===== src/rtl/muldiv_pkg.sv =====
// Shared types and helpers for the iterative multiply/divide unit.
package muldiv_pkg;

  typedef enum logic [1:0] {
    MUL_U = 2'b00,
    MUL_S = 2'b01,
    DIV_U = 2'b10,
    DIV_S = 2'b11
  } funct_t;

  typedef enum logic [1:0] {
    IDLE = 2'b00,
    RUN  = 2'b01,
    FIX  = 2'b10
  } state_t;

  function automatic logic is_signed(funct_t f);
    return f[0];
  endfunction

  function automatic logic is_div(funct_t f);
    return f[1];
  endfunction

endpackage


===== src/rtl/muldiv_step.sv =====
// One iteration of the engine: shift-add multiply or restoring shift-subtract divide.
module muldiv_step #(
  parameter int N = 16
) (
  input  logic [N:0]   acc,
  input  logic [N-1:0] sreg,
  input  logic [N-1:0] mag,
  input  logic         op_div,
  output logic [N:0]   acc_next,
  output logic [N-1:0] sreg_next
);

  logic [N:0] sum;
  logic [N:0] shifted;
  logic [N:0] diff;

  always_comb begin
    sum       = {1'b0, acc[N-1:0]} + {1'b0, mag};
    shifted   = {acc[N-1:0], sreg[N-1]};
    diff      = shifted - {1'b0, mag};
    acc_next  = acc;
    sreg_next = sreg;
    // Divide: remainder in acc, dividend shifts out of sreg while quotient bits shift in.
    if (op_div) begin
      if (shifted >= {1'b0, mag}) begin
        acc_next  = diff;
        sreg_next = {sreg[N-2:0], 1'b1};
      end else begin
        acc_next  = shifted;
        sreg_next = {sreg[N-2:0], 1'b0};
      end
    end else begin
      if (sreg[0]) begin
        acc_next  = {1'b0, sum[N:1]};
        sreg_next = {sum[0], sreg[N-1:1]};
      end else begin
        acc_next  = {1'b0, acc[N:1]};
        sreg_next = {acc[0], sreg[N-1:1]};
      end
    end
  end

endmodule


===== src/rtl/muldiv_seq.sv =====
// N-bit one-bit-per-cycle multiply/divide with Start/Busy/Done handshake and HI/LO results.
// Define MULDIV_EARLY_OUT_EN to let multiplies finish once the remaining multiplier bits are zero.
module muldiv_seq
  import muldiv_pkg::*;
#(
  parameter int N = 16
) (
  input  logic         Clk,
  input  logic         Rst,
  input  logic         Start,
  input  logic [1:0]   Funct,
  input  logic [N-1:0] A,
  input  logic [N-1:0] B,
  output logic         Busy,
  output logic         Done,
  output logic [N-1:0] Hi,
  output logic [N-1:0] Lo
);

  localparam int CW = $clog2(N) + 1;

  state_t         state, state_next;
  logic [CW-1:0]  cnt;
  funct_t         op;
  logic           neg_a, neg_b;
  logic [N:0]     acc, acc_step;
  logic [N-1:0]   sreg, sreg_step, mag;
  logic           last_step;

  funct_t         start_op;
  logic           start_sa, start_sb;
  logic [N-1:0]   mag_a, mag_b;
  logic [2*N-1:0] prod, prod_fix;
  logic [N-1:0]   hi_fix, lo_fix;

  muldiv_step #(.N(N)) u_step (
    .acc       (acc),
    .sreg      (sreg),
    .mag       (mag),
    .op_div    (is_div(op)),
    .acc_next  (acc_step),
    .sreg_next (sreg_step)
  );

  always_comb begin
    start_op = funct_t'(Funct);
    start_sa = is_signed(start_op) & A[N-1];
    start_sb = is_signed(start_op) & B[N-1];
    mag_a    = start_sa ? -A : A;
    mag_b    = start_sb ? -B : B;
  end

`ifdef MULDIV_EARLY_OUT_EN
  // The multiplier bits still to be processed sit in the low cnt-1 bits of sreg after this step.
  logic [N-1:0] rem_mask;
  always_comb begin
    rem_mask  = (N'(1) << (cnt - CW'(1))) - N'(1);
    last_step = (cnt == CW'(1)) || (!is_div(op) && ((sreg_step & rem_mask) == '0));
  end
`else
  always_comb begin
    last_step = (cnt == CW'(1));
  end
`endif

  always_comb begin
    state_next = state;
    case (state)
      IDLE:    if (Start) state_next = RUN;
      RUN:     if (last_step) state_next = FIX;
      FIX:     state_next = IDLE;
      default: state_next = IDLE;
    endcase
  end

  always_comb begin
`ifdef MULDIV_EARLY_OUT_EN
    // An early exit leaves the product aligned high by the count of unprocessed bits.
    prod = {acc[N-1:0], sreg} >> cnt;
`else
    prod = {acc[N-1:0], sreg};
`endif
    prod_fix = (neg_a ^ neg_b) ? -prod : prod;
    hi_fix   = prod_fix[2*N-1:N];
    lo_fix   = prod_fix[N-1:0];
    if (is_div(op)) begin
      hi_fix = neg_a ? -acc[N-1:0] : acc[N-1:0];
      if (mag == '0) lo_fix = '1;
      else           lo_fix = (neg_a ^ neg_b) ? -sreg : sreg;
    end
  end

  always_ff @(posedge Clk) begin
    if (Rst) begin
      state <= IDLE;
      cnt   <= '0;
      op    <= MUL_U;
      neg_a <= 1'b0;
      neg_b <= 1'b0;
      acc   <= '0;
      sreg  <= '0;
      mag   <= '0;
      Done  <= 1'b0;
      Hi    <= '0;
      Lo    <= '0;
    end else begin
      state <= state_next;
      Done  <= 1'b0;
      case (state)
        IDLE: if (Start) begin
          op    <= start_op;
          neg_a <= start_sa;
          neg_b <= start_sb;
          acc   <= '0;
          cnt   <= CW'(N);
          sreg  <= is_div(start_op) ? mag_a : mag_b;
          mag   <= is_div(start_op) ? mag_b : mag_a;
        end
        RUN: begin
          acc  <= acc_step;
          sreg <= sreg_step;
          cnt  <= cnt - CW'(1);
        end
        FIX: begin
          Hi   <= hi_fix;
          Lo   <= lo_fix;
          Done <= 1'b1;
        end
        default: ;
      endcase
    end
  end

  assign Busy = (state != IDLE);

endmodule

===== config.mk =====
export PLATFORM = sky130hd
export DESIGN_NAME = muldiv_seq
export DESIGN_NICKNAME = d
export VERILOG_FILES = /design/src/rtl/muldiv_pkg.sv /design/src/rtl/muldiv_step.sv /design/src/rtl/muldiv_seq.sv
export SDC_FILE = /design/constraint.sdc
export NUM_CORES = 1
export LEC_CHECK = 0
export BUFFER_PORTS_ARGS = -buffer_cell sky130_fd_sc_hd__buf_2
export CELL_PAD_IN_SITES_DETAIL_PLACEMENT = 0
export CELL_PAD_IN_SITES_GLOBAL_PLACEMENT = 1
export CORE_MARGIN = 2
export CORE_UTILIZATION = 49
export CTS_CLUSTER_DIAMETER = 40
export DETAILED_ROUTE_END_ITERATION = 12
export PLACE_DENSITY = 0.88
export SLEW_MARGIN = 5
export SYNTH_ARGS = -nofsm -noshare
export SYNTH_HDL_FRONTEND = slang
export SYNTH_HIERARCHICAL = 1
export SYNTH_SLANG_ARGS = --single-unit
export TNS_END_PERCENT = 20

===== constraint.sdc =====
create_clock -name Clk -period 6.5 [get_ports Clk]
set_clock_uncertainty 0.05 [all_clocks]
set_input_delay 0.65 -clock Clk [delete_from_list [all_inputs] [get_ports Clk]]
set_output_delay 0.65 -clock Clk [all_outputs]
set_load 0.005 [all_outputs]

==> metrics.txt, run 1 <==
mapped cell area 7510 um2; Port Buffers 70; Post-Synthesis Cells 936; post-synthesis simple-gate area fraction around a fifth; crit path DAT 3.43 ns; die width around 130 um; Iter 0 DRT Violations 622; Async S/R FF share, synth 0%; CORE AREA 15100 um2; largest family of logic cells by synthesized area compound AO/OA/AOI/OAI gates; Top FF cell, synth dfxtp_1; Yosys top cell by area dfxtp_1; count of final hold-check violations 0; Pleak about 3.4 nW; Power, Total 2.03 mW; Total Die Area ~16000 um2; post-layout minimum cycle time 3.23 ns; crit path max fanout 20; clock insertion delay at the later pin of the skew report 0.35 ns; Req. time, crit path ~6.7 ns; initial antenna violation count 0; mux contribution to synthesized area under 10%; largest net degree at the start of global routing 52; Placer Congestion 0.957; # IOs 71; status completed; layout cells sized above 1 between 10% and 20%; Post-Synth XOR/XNOR Area 8.74%; worst hold path class reg -> reg; number of synthesized flops with an enable pin 0; worst slew pin tran 1.12 ns; chip height 128 um; DRC viols 0; Post-Route Utilization a little over half; number of setup violations in the final report 0; fin nets 1047; Yosys reg bits 92; worst relative slew slack about a quarter; vias between 7000 and 8000; Max Buffers Root-to-Sink 2; Synth cell types 89; register area share after synthesis 24.5%; H-tree depth 3; clk slew on worst S/H paths 0.07 ns; Starting Density 49.8%; drt wl/cell 19.1 um; first-pass GRT wire length 35600 um; Setup CP Type reg -> reg; hold_buf cts 0; synth top area cells dfxtp_1 25%, ha_1 6.3%, a21oi_1 5.8%, xnor2_1 4.7%, xor2_1 4.1%; Worst setup EP type register; worst vdd ir 0.140 mV; count leader, synth dfxtp_1; total grt overflow 0; Cell Rows 45; compound-gate portion of the synthesized area between 20% and 30%; Startpoint Class register; hpwl dp 16600 um; final period utilization between 40% and 50%; WL final around 22000 um; post-synthesis adder-cell area fraction 6.86%; Pre-Repair DR Iteration Count 7; Avg Cell Area, Syn 8.03 um2; Inserted Clock Buffers 9; Synth top area share 24.5%; Synthesis Warnings 6; CTS tree done; ant diodes 0; Clock Tree Root clkbuf_16; Pins Over Slew Limit 0; Resized cells post-CTS 0; RSZ-0062 raised after global routing no; Area Growth Syn to Fin 9.78%; synthesized net count 1013; Max Clk Rate between 300 and 400 MHz; max-cap violations 0; # clock sinks 92; Post-synth top cells 92 x dfxtp_1, 87 x a21oi_1, 70 x nand2_1; Routed Antenna Nets 0; post-CTS setup buffers 0; setup TNS 0 ns; pwr dens about 250 nW/um2; vias in the first global route about 6700; Total GRT Usage between 20 and 30%; via density per instance about 6.3
## state kept, by name, summed over array words and instances, names as in the netlist
register  count
acc          17
Lo           16
state         2
Hi           16
mag          16
Done          1
cnt           5
neg_a         1
op            1
neg_b         1
sreg         16
## routing by layer
layer  part of all wire [%]  wire length (um)  global-route usage (%)  vias up
met5                      0                 0                       0        -
met4                    3.4               759                    12.2        0
met3                    4.8              1070                    2.42       49
met2                     46             10200                    43.4      249
met1                     46             10200                    37.6     3456
li1                       -                 -                       -     3576
## power breakdown
| group | total [mW] | internal (mW) | leakage, nW | switching [mW] |
|---|---|---|---|---|
| sequential | 0.673 | 0.599 | 0.749 | 0.0742 |
| clock | 0.634 | 0.391 | 0.175 | 0.242 |
| combinational | 0.723 | 0.303 | 2.47 | 0.419 |
## cells by family after synthesis
family | Yosys count
AND/OR/NAND/NOR | 275
flip-flops | 92
XOR/XNOR | 75
AO/OA/AOI/OAI | 315
buffers and inverters | 94
multiplexers | 45
adder cells (fa/ha/maj) | 40
## cell usage in the layout, fill, tap and decap left out, types with 29 or more instances in the layout
cell type	instances
buf_2	70
nand3_1	31
xor2_1	35
o21ai_0	42
nor2_1	64
mux2i_1	29
a21oi_1	87
xnor2_1	40
ha_1	38
inv_1	39
dfxtp_1	91
nand2_1	70
## per-stage QoR
stage	cell area (um2)	hold WS [ns]	std cells	setup WS, ns
2_1_floorplan	7510	0.392	936	3.92
3_3_place_gp	7890	0.410	1147	3.35
3_5_place_dp	7890	0.417	1147	3.29
4_1_cts	8250	0.430	1163	3.28
5_1_grt	8250	0.460	1163	3.08
6_report	8250	0.428	1163	3.27
## layout make-up
cell class / count / area (um2)
Clock buffer: 10 / 239
Clock inverter: 6 / 119
Fill cell: 1493 / 6840
Inverter: 39 / 146
Multi-Input combinational cell: 750 / 5260
Sequential cell: 92 / 1840
Tap cell: 188 / 235
Timing Repair Buffer: 78 / 410
## worst max-delay path, stage by stage, from the launching register on
cell       delay (ns)
dfxtp_1          0.44
inv_1            0.12
ha_1             0.31
nor2b_2          0.17
o2111ai_2        0.14
nand2_2          0.14
a31oi_4          0.11
o31ai_4          0.95
mux2i_1          0.31
a21oi_1          0.12
a22o_1           0.25
## path summary, 6_finish.rpt
path / to / slack (ns) / depth (start not counted) / startpoint
max: acc[2] / 3.27 / 10 / mag[1]
min: Hi[1] / 0.43 / 2 / Hi[1]
max reg2reg: acc[2] / 3.27 / 10 / mag[1]
min reg2reg: Hi[1] / 0.43 / 2 / Hi[1]
No activity file was read; power rests on OpenSTA's default activity.
==> inputs of run 2 (changes only) <==
Settings changed: CORE_UTILIZATION 49 to 41, PLACE_DENSITY 0.88 to 0.78.
Clock period 6.5 ns to 2.9 ns, I/O delays scaled along.
==> run 2 against run 1 <==
Against the previous run:
- critical endpoint is now acc[12]
- combinational power increased by 140%
- utilization down 6.6 points
- largest power group unchanged
- clock power grew 100%
- highest routed layer unchanged
==> metrics.txt, run 2 (synthesis gave the netlist of run 1 again) <==
via density per instance 5.94; fillers 1789; Area Growth Syn to Fin 14.9%; RSZ-0062 raised after global routing yes; r2r startpoint sreg[15]; post-layout minimum cycle time 2.75 ns; worst vdd ir 0.333 mV; Hold Path Sink sreg[8]; # IOs between 70 and 80; Starting Density 41.8%; largest net degree at the start of global routing 52; # clock sinks 92; worst slew pin tran 1.09 ns; Pre-Repair DR Iteration Count 6; Clock Tree Root clkbuf_16; largest register by flop count acc; Max Clk Rate 364 MHz; Req. time, crit path 3.10 ns; vias in the first global route 6918; CORE AREA 18000 um2; layout cells sized above 1 18.9%; Inserted Clock Buffers 9; number of setup violations in the final report 0; setup ws final approximately 0.15 ns; crit path max fanout 3; chip height 139 um; count of final hold-check violations 0; Setup CP Type reg -> reg; die width approximately 140 um; WL final 23200 um; Reg-to-Reg End acc[12]; initial antenna violation count 0; Placer Congestion 0.952; ant diodes 0; Critical-path top delay cell fa_1; worst slack, placed 0.167 ns; Total GRT Usage 23.7%; Hold Path Stages 4; Port Buffers 70; Routed Antenna Nets 0; Startpoint Class register; Cell Chain, Critical Path inv_1 > ha_2 > inv_1 > fa_1 > a21o_1 > nand4_1 > nand4_1 > a31o_1 > a21oi_1 > xor2_1 > o221ai_1 > a22o_1; first-pass GRT wire length 37400 um; Pleak 3.62 nW; drt wl/cell 18.5 um; Power, Total 4.50 mW; final period utilization 94.8%; fin nets about 1100; max-cap violations 0; Max Buffers Root-to-Sink 2; hold path start B[8]; Cell Rows between 40 and 50; crit path DAT between 2 and 3 ns; DRC viols 0; total grt overflow 0; Iter 0 DRT Violations 590; hpwl dp 18000 um; hold_buf cts 0; clk slew on worst S/H paths 0.08 ns; commonest non-fill, non-tap cell in the layout dfxtp_1; CTS tree done; post-CTS setup buffers 0; Pins Over Slew Limit 0; crit-path max cell delay 0.39 ns; pwr dens between 500 and 600 nW/um2; worst hold path class in -> reg; H-tree depth 3; status completed; Total Die Area 19400 um2; most frequent cells in the layout 89 x dfxtp_1, 87 x a21oi_1, 70 x nand2_1, 70 x buf_2, 64 x nor2_1; Worst R2R Path Depth 12; r2r setup slk around 0.15 ns; number of flip-flops in the largest register 17; vias 7435; Worst setup EP type register; worst relative slew slack 26.8%; clock insertion delay at the later pin of the skew report 0.35 ns
==> run 2: changes by cell type in the layout (fill, tap and decap cells not counted), moves of 2 or more <==
cell / delta
bufinv_16: -2
ha_2: +2
dfxtp_1: -2
inv_6: +2
buf_4: +48
dfxtp_2: +2
ha_1: -2
==> run 2: worst max-delay path by stage <==
| stage | end | slack (ns) | startpoint | cells past startpoint |
|---|---|---|---|---|
| floorplan | acc[15] | 0.32 | acc[0] | 10 |
| global placement | acc[12] | 0.19 | sreg[15] | 12 |
| detailed placement | acc[12] | 0.17 | sreg[15] | 12 |
| CTS | acc[16] | 0.14 | mag[1] | 11 |
| global route | acc[12] | -0.003 | sreg[15] | 12 |
| finish | acc[12] | 0.15 | sreg[15] | 12 |
==> run 2: routing by layer <==
layer | vias up | GRT usage [%] | wire (um)
met5 | - | 0 | 0
met4 | 0 | 7.97 | 680
met3 | 32 | 4.20 | 1310
met2 | 238 | 36.7 | 10100
met1 | 3495 | 33.4 | 11100
li1 | 3670 | - | -
==> run 2: power breakdown <==
group	internal (mW)	switching (mW)	leakage, nW	total, mW
logic	0.749	1.01	2.71	1.76
registers	1.34	0.117	0.749	1.46
clock network	0.710	0.567	0.153	1.28
total	2.80	1.70	3.62	4.50
==> run 2: worst max-delay path: cells and delay by family (launching register included) <==
| kind | cells | cell delay (ns) |
|---|---|---|
| AOI/OAI and AO/OA | 5 | 0.95 |
| DFF | 1 | 0.32 |
| xor gates and xnor gates | 1 | 0.20 |
| buffers and inverters | 2 | 0.17 |
| and+or+nand+nor | 2 | 0.33 |
| adders and majority gates | 2 | 0.62 |
==> run 2: stage by stage <==
stage | cell area (um2) | hold WS, ns | utilization [%] | TNS, ns | cells
2_1_floorplan | 7510 | 0.392 | - | 0 | 936
3_3_place_gp | 8300 | 0.408 | 46.2 | 0 | 1236
3_5_place_dp | 8300 | 0.412 | 46.2 | 0 | 1236
4_1_cts | 8620 | 0.212 | 48.0 | 0 | 1252
5_1_grt | 8630 | 0.228 | 48.1 | -0.00283 | 1252
6_report | 8630 | 0.229 | 48.1 | 0 | 1252
==> run 2: layout make-up <==
type / count / area (um2) / area share, %
Clock inverter: 6 / 80.1 / 0.928
Timing Repair Buffer: 126 / 771 / 8.93
Multi-Input combinational cell: 750 / 5270 / 61.0
Sequential cell: 92 / 1850 / 21.4
Tap cell: 229 / 287 / 3.32
Clock buffer: 10 / 239 / 2.77
Inverter: 39 / 146 / 1.70
==> run 2: what timing repair did <==
action | CTS | global route
endpoints found under the hold margin | 0 | 0
resized for setup | 0 | 5
setup endpoints to repair | 0 | 11
